[src/rtl/csr_rmw_sequencer.sv]
// CSR read-modify-write sequencer: reads the old CSR value, optionally writes the
// modified value back, stalls EX while busy and flags NAK/timeout as illegal.
module csr_rmw_sequencer #(
  parameter int unsigned XLEN        = 32,
  parameter int unsigned TIMEOUT_CYC = 16
) (
  input  logic            CLK,
  input  logic            nRST,
  input  logic            start,
  input  logic            csr_swap,
  input  logic            csr_set,
  input  logic            csr_clr,
  input  logic            csr_imm,
  input  logic [11:0]     csr_addr,
  input  logic [4:0]      zimm,
  input  logic [XLEN-1:0] rs1_data,
  input  logic            rs1_zero,
  input  logic            flush,
  output logic            csr_req,
  output logic            csr_we,
  output logic [11:0]     csr_addr_o,
  output logic [XLEN-1:0] csr_wdata,
  input  logic [XLEN-1:0] csr_rdata,
  input  logic            csr_ack,
  input  logic            csr_nak,
  output logic            stall,
  output logic            done,
  output logic [XLEN-1:0] rd_wdata,
  output logic            illegal
);

  localparam int unsigned CW = (TIMEOUT_CYC > 2) ? $clog2(TIMEOUT_CYC) : 1;

  typedef enum logic [2:0] {IDLE, READ, WRITE, DONE, FAULT} state_t;
  typedef enum logic [1:0] {OP_SWAP, OP_SET, OP_CLR} op_t;

  state_t          state_q, state_d;
  logic [CW-1:0]   cnt_q;
  op_t             op_q;
  logic [XLEN-1:0] operand_q;
  logic            wr_need_q;
  logic            req_d, we_d, done_d, illegal_d;
  logic            has_op_c, busy_c, timeout_c, rd_latch_c;
  logic [XLEN-1:0] new_val_c;

  assign has_op_c   = csr_swap | csr_set | csr_clr;
  assign busy_c     = (state_q == READ) || (state_q == WRITE);
  assign timeout_c  = !csr_ack && (cnt_q == CW'(TIMEOUT_CYC - 1));
  assign rd_latch_c = (state_q == READ) && csr_ack && !csr_nak && !flush;
  assign stall      = ((state_q == IDLE) && start) || busy_c;

  // Modified value is formed from the read data as it is acked
  always_comb begin
    new_val_c = operand_q;
    case (op_q)
      OP_SET:  new_val_c = csr_rdata | operand_q;
      OP_CLR:  new_val_c = csr_rdata & ~operand_q;
      default: new_val_c = operand_q;
    endcase
  end

  // State register and per-phase ack timeout counter
  always_ff @(posedge CLK or negedge nRST) begin
    if (!nRST) begin
      state_q <= IDLE;
      cnt_q   <= '0;
    end else begin
      state_q <= state_d;
      if (state_d != state_q) cnt_q <= '0;
      else if (busy_c && !csr_ack) cnt_q <= cnt_q + CW'(1);
    end
  end

  // Next-state logic; flush aborts a read but never a write
  always_comb begin
    state_d = state_q;
    case (state_q)
      IDLE: begin
        if (start && !flush) state_d = has_op_c ? READ : FAULT;
      end
      READ: begin
        if (flush)          state_d = IDLE;
        else if (csr_ack)   state_d = csr_nak ? FAULT : (wr_need_q ? WRITE : DONE);
        else if (timeout_c) state_d = FAULT;
      end
      WRITE: begin
        if (csr_ack)        state_d = csr_nak ? FAULT : DONE;
        else if (timeout_c) state_d = FAULT;
      end
      default: state_d = IDLE;
    endcase
  end

  // Output decode of the upcoming state
  always_comb begin
    req_d     = 1'b0;
    we_d      = 1'b0;
    done_d    = 1'b0;
    illegal_d = 1'b0;
    case (state_d)
      READ:    req_d = 1'b1;
      WRITE: begin
        req_d = 1'b1;
        we_d  = 1'b1;
      end
      DONE:    done_d = 1'b1;
      FAULT:   illegal_d = 1'b1;
      default: req_d = 1'b0;
    endcase
  end

  // Registered outputs and captured instruction fields
  always_ff @(posedge CLK or negedge nRST) begin
    if (!nRST) begin
      csr_req    <= 1'b0;
      csr_we     <= 1'b0;
      done       <= 1'b0;
      illegal    <= 1'b0;
      csr_addr_o <= '0;
      csr_wdata  <= '0;
      rd_wdata   <= '0;
      op_q       <= OP_SWAP;
      operand_q  <= '0;
      wr_need_q  <= 1'b0;
    end else begin
      csr_req <= req_d;
      csr_we  <= we_d;
      done    <= done_d;
      illegal <= illegal_d;
      if ((state_q == IDLE) && start) begin
        csr_addr_o <= csr_addr;
        op_q       <= csr_swap ? OP_SWAP : (csr_set ? OP_SET : OP_CLR);
        operand_q  <= csr_imm ? XLEN'(zimm) : rs1_data;
        wr_need_q  <= csr_swap || !(csr_imm ? (zimm == 5'd0) : rs1_zero);
      end
      if (rd_latch_c) begin
        rd_wdata  <= csr_rdata;
        csr_wdata <= new_val_c;
      end
    end
  end

endmodule

[config.mk]
export PLATFORM = sky130hd
export DESIGN_NAME = csr_rmw_sequencer
export DESIGN_NICKNAME = d
export VERILOG_FILES = /design/src/rtl/csr_rmw_sequencer.sv
export SDC_FILE = /design/constraint.sdc
export NUM_CORES = 1
export LEC_CHECK = 0
export CORE_ASPECT_RATIO = 0.9
export CORE_MARGIN = 2
export CORE_UTILIZATION = 52
export CTS_BUF_LIST = sky130_fd_sc_hd__clkbuf_8
export DETAILED_ROUTE_END_ITERATION = 6
export PLACE_DENSITY = 0.88
export SLEW_MARGIN = 20
export SYNTH_ARGS = -nofsm -noshare
export SYNTH_HDL_FRONTEND = slang
export SYNTH_SLANG_ARGS = --single-unit
[constraint.sdc]
create_clock -name CLK -period 4 [get_ports CLK]
set_input_delay 0.8 -clock CLK [delete_from_list [all_inputs] [get_ports CLK]]
set_output_delay 0.8 -clock CLK [all_outputs]
set_load 0.01 [all_outputs]
==> out/qor.txt <==
Initial DRC Count = 249
Chip Width = 113.3 microns
Layout Utilization = 75.15%
first-pass GRT wire length = 23.62 mm
Bufs on Longest Clock Path = 2
Worst path most repeated cell = clkdlybuf4s50_1
power density cells = 555.7 mW/mm^2
Max Cap Viol = 0
biggest area consumer among synthesized cells = dfrtp_1
share of the synthesized area in the top cell type = 54.62%
switching share of power = 30.55%
CORE AREA = 0.01033 sq mm
Setup TNS Final = 0 ps
grt ovf = 0
post-CTS setup buffers = 0
Distinct cells, synth = 44
Worst Max-Slew Pin Slew = 1064 ps
root buf cell = clkbuf_8
yosys warns = 0
Critical-path top delay cell = clkdlybuf4s50_1
minimum clock period = 2922 ps
peak supply drop = 0.4318 mV
post-route antenna net violation count = 0
Mapped Area = 0.005589 sq mm
Setup WS post-layout = 1078 ps
post-synthesis compound-gate area fraction = 12.58%
pre-CTS WS = 1012 ps
post-CTS sizing = 0
Setup CP Type = in2out
FP Rows = 35
leakage = 3.318 nW
diode count = 0
min-delay worst type = in2async
outcome = complete, no violations
hold_ws = 481.9 ps
Slew HR = 29.09%
clk sink count = 122
top-count cell post-synth = dfrtp_1
Ports = 173
synthesized-area fraction occupied by adder cells = 0.6716%
DRC Markers = 0
TritonCTS clock tree = done
CP delay by family, top = buffers and inverters
Yosys reg bits = 122
internal power = 2.997 mW
Post-synth EDFFs = 0
final hold vios = 0
CP Cell Sequence = clkdlybuf4s50_1, nor3_1, a211oi_1, clkdlybuf4s50_1
Max Clock Skew = 15.78 ps
layout cells sized above 1 = 12.36%
CTS H-tree depth = 4
via count = 4623
die area = 0.01159 sq mm
Reg power frac = 40.7%
mux cell area share after synthesis = 9.760%
crit-path max FO = 3
post-detail-place hpwl = 9.839 mm
ranking of synthesized cells by area = dfrtp_1 (55%), mux2_2 (8.9%), nor2b_1 (7.3%)
main combinational cell family by area after synthesis = simple AND/OR/NAND/NOR gates
simple-gate share of the synthesized area = 18.74%
Crit. End Element = primary output
antenna violations before repair = 0
P&R area growth vs syn = 38.95%
placed cells = 801
DR vias/cell = 5.550
vias in the first global route = 4636
Top FF cell, synth = dfrtp_1
Avg WL per Cell = 17.81 microns
maximum clock rate = 0.3422 GHz
die height = 102.4 microns
Critical Path RT = 3200 ps
Comb power frac = 33.3%
Setup-failing EPs final = 0
Initial Utilization = 54.08%
RSZ-0062 raised after global routing = no
clk_lat worst skew = 440 ps
WP data arrival = 2120 ps
Syn Nets = 627
GRT Util Overall = 26.40%
top cells by count, synth = dfrtp_1 (122), o21ai_0 (71), nand2_1 (70), nor2b_1 (65), mux2_2 (44)
IO buf count = 172
Sw Pwr = 1.319 mW
worst path bufs/invs = 2
max incr delay on CP = 580 ps
clock-pin slew on the worst setup and hold paths = 70 ps
Num CTS Buffers = 17
Syn Inst Count = 532
1st-pass router iterations = 5
largest net degree at the start of global routing = 97
Final Max Tran Viols = 0
CTS Hold Buffers Added = 0
fin crit share = 73.06%
Routability Congestion = 0.9073
ys async rst share = 100.0%
Worst setup SP type = primary input
Clk pwr share = 25.9%
nets = 786
Synth Area in XOR/XNOR = 0.6044%
Non-Filler Instances = 833
Routed WL = 14.83 mm
Avg Cell Area, Syn = 10.51 sq um
post-synthesis sequential area ratio = 54.62%
## metrics by stage
step	power, mW	instance area [sq um]
after CTS	4.346	7771
after global routing	4.546	7766
after floorplan	2.386	5589
after global placement	3.146	7367
after detailed placement	3.217	7367
final	4.316	7766
## power groups by stage
stage / combinational [mW] / sequential, mW / clock [mW]
after floorplan: 0.514 / 1.87 / 0
after global placement: 1.40 / 1.75 / 0
after detailed placement: 1.44 / 1.78 / 0
after CTS: 1.45 / 1.76 / 1.14
after global routing: 1.55 / 1.80 / 1.19
final: 1.44 / 1.76 / 1.12
## area by class of cell
type	instances	area [sq um]
Sequential cell	122	3053
Fill cell	710	2569
Multi-Input combinational cell	370	2367
Timing Repair Buffer	175	1762
Clock buffer	18	247.7
Tap cell	129	161.4
Clock inverter	14	156.4
Inverter	5	18.77
## path summary, 6_finish.rpt
path	endpoint	startpoint	slack, ps	depth (start not counted)
max	stall	start	1080	4
min in group CLK	csr_wdata[9]$_DFFE_PN0P_	csr_wdata[9]$_DFFE_PN0P_	480	2
max reg2reg	done$_DFF_PN0_	state_q[1]$_DFF_PN0_	1680	4
min reg2reg	csr_wdata[9]$_DFFE_PN0P_	csr_wdata[9]$_DFFE_PN0P_	480	2
min	rd_wdata[16]$_DFFE_PN0P_	nRST	480	1
max in group asynchronous	csr_addr_o[0]$_DFFE_PN0P_	nRST	2690	2
## layout by cell type (no fill, tap or decap), types with 3 or more instances in the layout
| cell | netlist | routed |
|---|---|---|
| ha_1 | 3 | 3 |
| clkinv_4 | 0 | 3 |
| nor2_1 | 7 | 7 |
| clkdlybuf4s50_1 | 0 | 170 |
| nand2b_1 | 29 | 29 |
| nand2_1 | 70 | 70 |
| inv_1 | 5 | 7 |
| bufinv_16 | 0 | 3 |
| clkbuf_8 | 0 | 18 |
| mux2_2 | 44 | 44 |
| nand3_1 | 3 | 3 |
| mux2i_1 | 5 | 5 |
| dfrtp_1 | 122 | 122 |
| clkinv_2 | 0 | 5 |
| o21ai_0 | 71 | 71 |
| nor2b_1 | 65 | 65 |
| nor3_1 | 4 | 4 |
| a211oi_1 | 5 | 5 |
| o22ai_1 | 32 | 32 |
## registers in the layout, summed over array words and instances, names as in the netlist
register / count
csr_wdata: 32
csr_we: 1
csr_req: 1
illegal: 1
csr_addr_o: 12
wr_need_q: 1
state_q: 3
operand_q: 32
rd_wdata: 32
op_q: 2
done: 1
cnt_q: 4
## routing by layer
metal	track usage (%)	share of wire [%]
met5	0	0
met3	8.956	8.0
met4	9.475	2.1
met2	43.57	49
met1	32.85	41
## worst reg2reg max path, cell delays in order (launching register included)
cell	delay, ps
dfrtp_1	510
or4b_4	950
or3_4	490
o21ai_4	110
and2_1	200
## cells by family after synthesis
logic type      after synthesis
compound gates              121
xor+xnor                      3
fa+ha+maj                     3
buf+inv                      40
flops                       122
mux                          49
simple gates                194
(Power assumes the default switching activity.)
